==> src/rtl/riscv_muldiv.sv <==
// Iterative RV32M/RV64M multiply/divide unit for the EX stage.
// Shift-add multiply and restoring divide, UNROLL result bits per cycle;
// divide-by-zero and signed overflow complete through a one-cycle fast path.
module riscv_muldiv #(
  parameter int unsigned XLEN   = 32,
  parameter int unsigned UNROLL = 1
) (
  input  logic            i_clk,
  input  logic            i_rst,
  input  logic            i_md_start,
  input  logic [2:0]      i_md_funct3,
  input  logic [XLEN-1:0] i_md_rs1,
  input  logic [XLEN-1:0] i_md_rs2,
  input  logic            i_md_kill,
  output logic            o_md_ready,
  output logic            o_md_busy,
  output logic            o_md_valid,
  output logic [XLEN-1:0] o_md_result
);

  localparam int unsigned N_ITER = XLEN / UNROLL;
  localparam int unsigned CW     = (N_ITER > 1) ? $clog2(N_ITER) : 1;

  typedef enum logic [1:0] {
    S_IDLE = 2'd0,
    S_CALC = 2'd1,
    S_DONE = 2'd2
  } state_e;

  state_e              state_q, state_d;
  logic [2:0]          op_q, op_d;
  logic                sign_a_q, sign_a_d;
  logic                sign_b_q, sign_b_d;
  logic [XLEN-1:0]     opnd_q, opnd_d;
  logic [2*XLEN-1:0]   acc_q, acc_d;
  logic [CW-1:0]       cnt_q, cnt_d;
  logic [XLEN-1:0]     result_q, result_d;

  logic                accept;
  logic                is_div_in, signed_a_in, signed_b_in;
  logic                sa_in, sb_in;
  logic [XLEN-1:0]     a_mag, b_mag;
  logic                div_zero, div_ovf, fast;
  logic [XLEN-1:0]     fast_result;

  logic [2*XLEN-1:0]   step_acc;
  logic [XLEN:0]       mul_hi;
  logic [XLEN:0]       rem_sh;
  logic [XLEN:0]       rem_diff;
  logic [2*XLEN-1:0]   prod_fix;
  logic [XLEN-1:0]     quot_fix, rem_fix;
  logic [XLEN-1:0]     calc_result;

  // Operand decode, magnitudes and fast-path detection for the incoming op
  always_comb begin
    accept      = (state_q != S_CALC) & i_md_start & ~i_md_kill;
    is_div_in   = i_md_funct3[2];
    signed_a_in = i_md_funct3[2] ? ~i_md_funct3[0]
                                 : (i_md_funct3[1:0] == 2'b01) | (i_md_funct3[1:0] == 2'b10);
    signed_b_in = i_md_funct3[2] ? ~i_md_funct3[0] : (i_md_funct3[1:0] == 2'b01);
    sa_in       = signed_a_in & i_md_rs1[XLEN-1];
    sb_in       = signed_b_in & i_md_rs2[XLEN-1];
    a_mag       = sa_in ? (XLEN'(0) - i_md_rs1) : i_md_rs1;
    b_mag       = sb_in ? (XLEN'(0) - i_md_rs2) : i_md_rs2;
    div_zero    = (i_md_rs2 == '0);
    div_ovf     = i_md_funct3[2] & ~i_md_funct3[0]
                & (i_md_rs1 == {1'b1, {(XLEN-1){1'b0}}})
                & (i_md_rs2 == {XLEN{1'b1}});
    fast        = is_div_in & (div_zero | div_ovf);
    if (div_zero) begin
      fast_result = i_md_funct3[1] ? i_md_rs1 : {XLEN{1'b1}};
    end else begin
      fast_result = i_md_funct3[1] ? {XLEN{1'b0}} : i_md_rs1;
    end
  end

  // UNROLL iterations of shift-add (mul) or restoring shift-subtract (div)
  always_comb begin
    step_acc = acc_q;
    mul_hi   = '0;
    rem_sh   = '0;
    rem_diff = '0;
    for (int unsigned u = 0; u < UNROLL; u++) begin
      if (!op_q[2]) begin
        mul_hi   = {1'b0, step_acc[2*XLEN-1:XLEN]} + (step_acc[0] ? {1'b0, opnd_q} : {(XLEN+1){1'b0}});
        step_acc = {mul_hi, step_acc[XLEN-1:1]};
      end else begin
        rem_sh   = {step_acc[2*XLEN-1:XLEN], step_acc[XLEN-1]};
        rem_diff = rem_sh - {1'b0, opnd_q};
        step_acc = {(rem_diff[XLEN] ? rem_sh[XLEN-1:0] : rem_diff[XLEN-1:0]),
                    step_acc[XLEN-2:0], ~rem_diff[XLEN]};
      end
    end
  end

  // Sign fix-up and result selection for the final CALC cycle
  always_comb begin
    prod_fix = (sign_a_q ^ sign_b_q) ? ((2*XLEN)'(0) - step_acc) : step_acc;
    quot_fix = (sign_a_q ^ sign_b_q) ? (XLEN'(0) - step_acc[XLEN-1:0]) : step_acc[XLEN-1:0];
    rem_fix  = sign_a_q ? (XLEN'(0) - step_acc[2*XLEN-1:XLEN]) : step_acc[2*XLEN-1:XLEN];
    case (op_q)
      3'b000:                 calc_result = prod_fix[XLEN-1:0];
      3'b001, 3'b010, 3'b011: calc_result = prod_fix[2*XLEN-1:XLEN];
      3'b100, 3'b101:         calc_result = quot_fix;
      default:                calc_result = rem_fix;
    endcase
  end

  // State register and datapath flops
  always_ff @(posedge i_clk) begin
    if (i_rst) begin
      state_q  <= S_IDLE;
      op_q     <= '0;
      sign_a_q <= 1'b0;
      sign_b_q <= 1'b0;
      opnd_q   <= '0;
      acc_q    <= '0;
      cnt_q    <= '0;
      result_q <= '0;
    end else begin
      state_q  <= state_d;
      op_q     <= op_d;
      sign_a_q <= sign_a_d;
      sign_b_q <= sign_b_d;
      opnd_q   <= opnd_d;
      acc_q    <= acc_d;
      cnt_q    <= cnt_d;
      result_q <= result_d;
    end
  end

  // Next-state logic
  always_comb begin
    state_d = state_q;
    case (state_q)
      S_CALC: begin
        if (i_md_kill)          state_d = S_IDLE;
        else if (cnt_q == '0)   state_d = S_DONE;
        else                    state_d = S_CALC;
      end
      default: begin
        if (accept)             state_d = fast ? S_DONE : S_CALC;
        else                    state_d = S_IDLE;
      end
    endcase
  end

  // Datapath next values: latch on accept, iterate in CALC, write result on DONE entry
  always_comb begin
    op_d     = op_q;
    sign_a_d = sign_a_q;
    sign_b_d = sign_b_q;
    opnd_d   = opnd_q;
    acc_d    = acc_q;
    cnt_d    = cnt_q;
    result_d = result_q;
    if (state_q == S_CALC) begin
      if (!i_md_kill) begin
        acc_d = step_acc;
        cnt_d = cnt_q - CW'(1);
        if (cnt_q == '0) result_d = calc_result;
      end
    end else if (accept) begin
      op_d     = i_md_funct3;
      sign_a_d = sa_in;
      sign_b_d = sb_in;
      opnd_d   = is_div_in ? b_mag : a_mag;
      acc_d    = {{XLEN{1'b0}}, (is_div_in ? a_mag : b_mag)};
      cnt_d    = CW'(N_ITER - 1);
      if (fast) result_d = fast_result;
    end
  end

  // Status outputs decoded from the state register
  always_comb begin
    o_md_ready  = (state_q != S_CALC);
    o_md_busy   = (state_q == S_CALC);
    o_md_valid  = (state_q == S_DONE);
    o_md_result = result_q;
  end

endmodule

==> config.mk <==
export PLATFORM = sky130hd
export DESIGN_NAME = riscv_muldiv
export DESIGN_NICKNAME = d
export VERILOG_FILES = /design/src/rtl/riscv_muldiv.sv
export SDC_FILE = /design/constraint.sdc
export NUM_CORES = 1
export LEC_CHECK = 0
export ABC_AREA = 1
export CAP_MARGIN = 10
export CORE_AREA = 2 2 247 249
export DETAILED_ROUTE_END_ITERATION = 10
export DIE_AREA = 0 0 249 251
export SLEW_MARGIN = 20
export SYNTH_ARGS = -nofsm -noshare
export SYNTH_HDL_FRONTEND = slang
export SYNTH_SLANG_ARGS = --single-unit
==> constraint.sdc <==
create_clock -name i_clk -period 11.1 [get_ports i_clk]
set_input_delay 1.11 -clock i_clk [delete_from_list [all_inputs] [get_ports i_clk]]
set_output_delay 1.11 -clock i_clk [all_outputs]
set_load 0.005 [all_outputs]
==> metrics.txt <==
status=complete, no violations; Static Leakage=~0.0099 uW; cells after synthesis=around 3.3k; clk sinks=140; die height=approximately 250 microns; antenna violations before repair=1; # DRC=0; distinct cell type count of the synthesized netlist=57; wire length per cell after detailed routing=19.5 microns; Slew Limit Fails=0; ys flop type=dfxtp_1; I/O Pins=~110; clk_skew=0.0114 ns; maximum number of pins on one net before global-route repair=65; detailed placer's ending HPWL=63,100 microns; net total in the final layout=between 3k and 4k; count of vias placed by the detailed router=between 20k and 25k; fraction of layout cells with a size suffix above 1=0.0623; data required time of the critical path=between 10 and 15 ns; library cell used as clock root buffer=clkbuf_16; sort of element at the end of the critical path=flop; fraction of the cycle the final worst path needs=0.475; area grow syn2layout=12.5%; grt ovf=0; biggest cell delay along the critical path=0.42 ns; number of global-route vias before repair=a little under 20k; weighted congestion at the end of routability-driven global placement=0.993; clock-pin slew on the worst setup and hold paths=0.07 ns; standard-cell row count=90; unrepaired setup endpoints after global routing=no; antenna fix cells=0; syn_area_per_cell=around 5.5 sq um; fraction of the mapped netlist area in adder cells=0.0520; portion of the post-synthesis area used by sequential elements=0.157; summed instance area of the synthesized netlist=between 15,000 and 20,000 sq um; Compound-Gate Fraction of Synth Area=0.186; first-pass GRT wire length=about 120,000 microns; final critical delay including setup and external delays=5.27 ns; Critical Setup Path Class=reg -> reg; biggest fanout along the worst timing path=35; drt pass-1 iters=6; buffers inserted by post-CTS timing repair=0; fraction of synthesized cell area in xor and xnor cells=0.0461; worst-case vdd ir drop=0.000123 V; post-synthesis async set-or-reset flop share=0; Max-slew headroom=0.246; buffer depth of the longest clock path=2; dominant combinational cell family by area after synthesis=simple AND/OR/NAND/NOR gates; number of gates given a new drive strength after cts=0; count of endpoints failing setup in the final report=0; initial core utilization=0.298; total global routing track utilization=0.249; final-report hold violation count=0; count of buffers from port buffering=roughly 110; aggregate routed wire length=between 70,000 and 80,000 microns; maximum achievable frequency=0.190 GHz; clk_lat worst skew=0.47 ns; summed negative setup slack over all endpoints=0 ns; cell with the biggest individual delay on the critical path=fa_1; register bit total from synthesis=140; via-per-instance ratio=5.22; simple logic cell fraction of the synthesized area=0.436; power per cell area=roughly 100 nW/um^2; Syn. warnings=0; clock tree from TritonCTS=done; H-Tree Level Count=4; worst path setup slack after routing=about 6 ns; Post-synth EDFFs=0; area of the core region=around 60,000 sq um; antenna viol nets, final=0; Data arrival, critical path=~5.6 ns; Die Outline Area=around 62,000 sq um; critical path launch point type=flop; Max Cap Violations=0; class of the worst hold path=reg -> reg; minimum setup slack after placement=roughly 5.9 ns; die outline width=249 microns; DRT iter0 DRCs=1,943; most used cell, CP=nand2_1; mux share of post-synthesis cell area=0.000561; number of hold buffers added after CTS=0; Synth Net Count=~3.4k; Num CTS Buffers=17; Worst-Margin Slew=around 1.1 ns
## cell usage after synthesis, types with 3 or more instances
cell	n	share of area
nor4_1	8	0.0028
nor3_1	30	0.0084
o21bai_1	12	0.0050
nand3b_1	29	0.012
xnor2_1	24	0.012
ha_1	71	0.050
xor2_1	68	0.033
inv_1	413	0.087
buf_4	3	0.0013
nand3_1	229	0.064
nand4_1	33	0.012
o21ai_1	8	0.0022
a21o_1	5	0.0021
nand2_1	1048	0.22
clkbuf_1	92	0.019
dfxtp_1	140	0.16
nand2_4	9	0.0057
nand3_2	5	0.0028
a21oi_2	5	0.0025
o21ai_2	7	0.0034
nand2_2	42	0.015
a21oi_1	220	0.062
a22oi_1	10	0.0042
o221ai_1	9	0.0044
inv_2	12	0.0025
o211ai_1	35	0.015
o21a_1	7	0.0029
nor2_1	307	0.065
nor2_4	7	0.0044
nand2_8	3	0.0034
o21ai_0	212	0.059
o22ai_1	4	0.0014
o31ai_1	3	0.0013
buf_1	9	0.0019
a221oi_1	3	0.0015
buf_2	11	0.0031
buf_6	7	0.0044
nor2_2	25	0.0088
clkinv_1	6	0.0013
or2_2	15	0.0053
a31oi_1	40	0.014
## metrics by stage
stage	util	hold slack, ns	instance area (sq um)	total power (uW)	std cells
6_report	0.336	0.474	20100	2010	4072
4_1_cts	0.336	0.473	20100	1990	4072
3_5_place_dp	0.326	0.463	19500	1420	4041
3_3_place_gp	0.326	0.456	19500	1420	4041
2_1_floorplan	-	0.445	17800	1150	3251
5_1_grt	0.336	0.498	20100	2120	4072
## per-layer routing
metal,global-route usage,vias up,share of wire
met4,0.149,2,0.065
met3,0.0399,147,0.082
met2,0.384,973,0.42
li1,-,10500,-
met5,0,-,0.00019
met1,0.328,9611,0.43
## worst paths after layout
| path | startpoint | end | slack (ns) | cells after the start |
|---|---|---|---|---|
| setup / recovery | acc_q[31] | o_md_result[0] | 5.83 | 33 |
| hold / removal | acc_q[14] | acc_q[14] | 0.47 | 2 |
| setup reg to reg | acc_q[31] | o_md_result[0] | 5.83 | 33 |
| hold reg to reg | acc_q[14] | acc_q[14] | 0.47 | 2 |
## layout by cell type, fill, tap and decap left out, types with 6 or more instances in the layout
cell type / count
clkdlybuf4s50_1: 104
nor2_1: 305
o221ai_1: 9
nand2_2: 43
o21ai_2: 7
o21a_1: 7
nand3_1: 229
o21bai_1: 12
nor2_4: 7
dfxtp_1: 139
nand4_1: 33
nor2_2: 27
nand2_4: 9
nand3b_1: 29
a31oi_1: 40
clkinv_1: 6
inv_1: 411
a21oi_1: 220
o211ai_1: 35
xor2_1: 68
buf_4: 27
nor4_1: 8
nand2_1: 1047
ha_1: 71
o21ai_1: 8
xnor2_1: 24
clkbuf_16: 17
or2_2: 15
inv_2: 14
a22oi_1: 10
nor3_1: 30
o21ai_0: 212
## area by class of cell
| type | instances | area (sq um) |
|---|---|---|
| clock buffers | 19 | 443 |
| repair buffers | 132 | 1250 |
| inverters | 431 | 1620 |
| multi-input cells | 2556 | 12900 |
| clock inverters | 12 | 115 |
| flip-flops and latches | 140 | 2810 |
| well taps | 782 | 978 |
| fillers | 6798 | 39700 |
## where the power goes
part | switching [uW] | total [uW] | internal [uW]
Clock | 259 | 574 | 314
Combinational | 621 | 887 | 266
Sequential | 22.3 | 548 | 526
## sequential cells by signal, indices dropped and copies added (netlist names)
register / count
cnt_q: 5
opnd_q: 32
state_q: 2
o_md_result: 32
op_q: 3
acc_q: 64
sign_a_q: 1
sign_b_q: 1
## critical path, delay by kind of cell (launching register included)
kind                     cells  cell delay, ns
buffers and inverters        4            0.30
adder cells (fa/ha/maj)      3            0.77
flip-flops                   1            0.32
AND/OR/NAND/NOR             21            2.38
AO/OA/AOI/OAI                5            1.32
## kinds of logic (layout without fill, tap and decap cells)
logic type | after synthesis | in the layout
DFF | 140 | 140
and+or+nand+nor | 1801 | 1801
muxes | 1 | 1
xor gates and xnor gates | 93 | 93
buffers and inverters | 555 | 594
adders and majority gates | 73 | 73
AOI/OAI and AO/OA | 588 | 588
(Power assumes the default switching activity.)
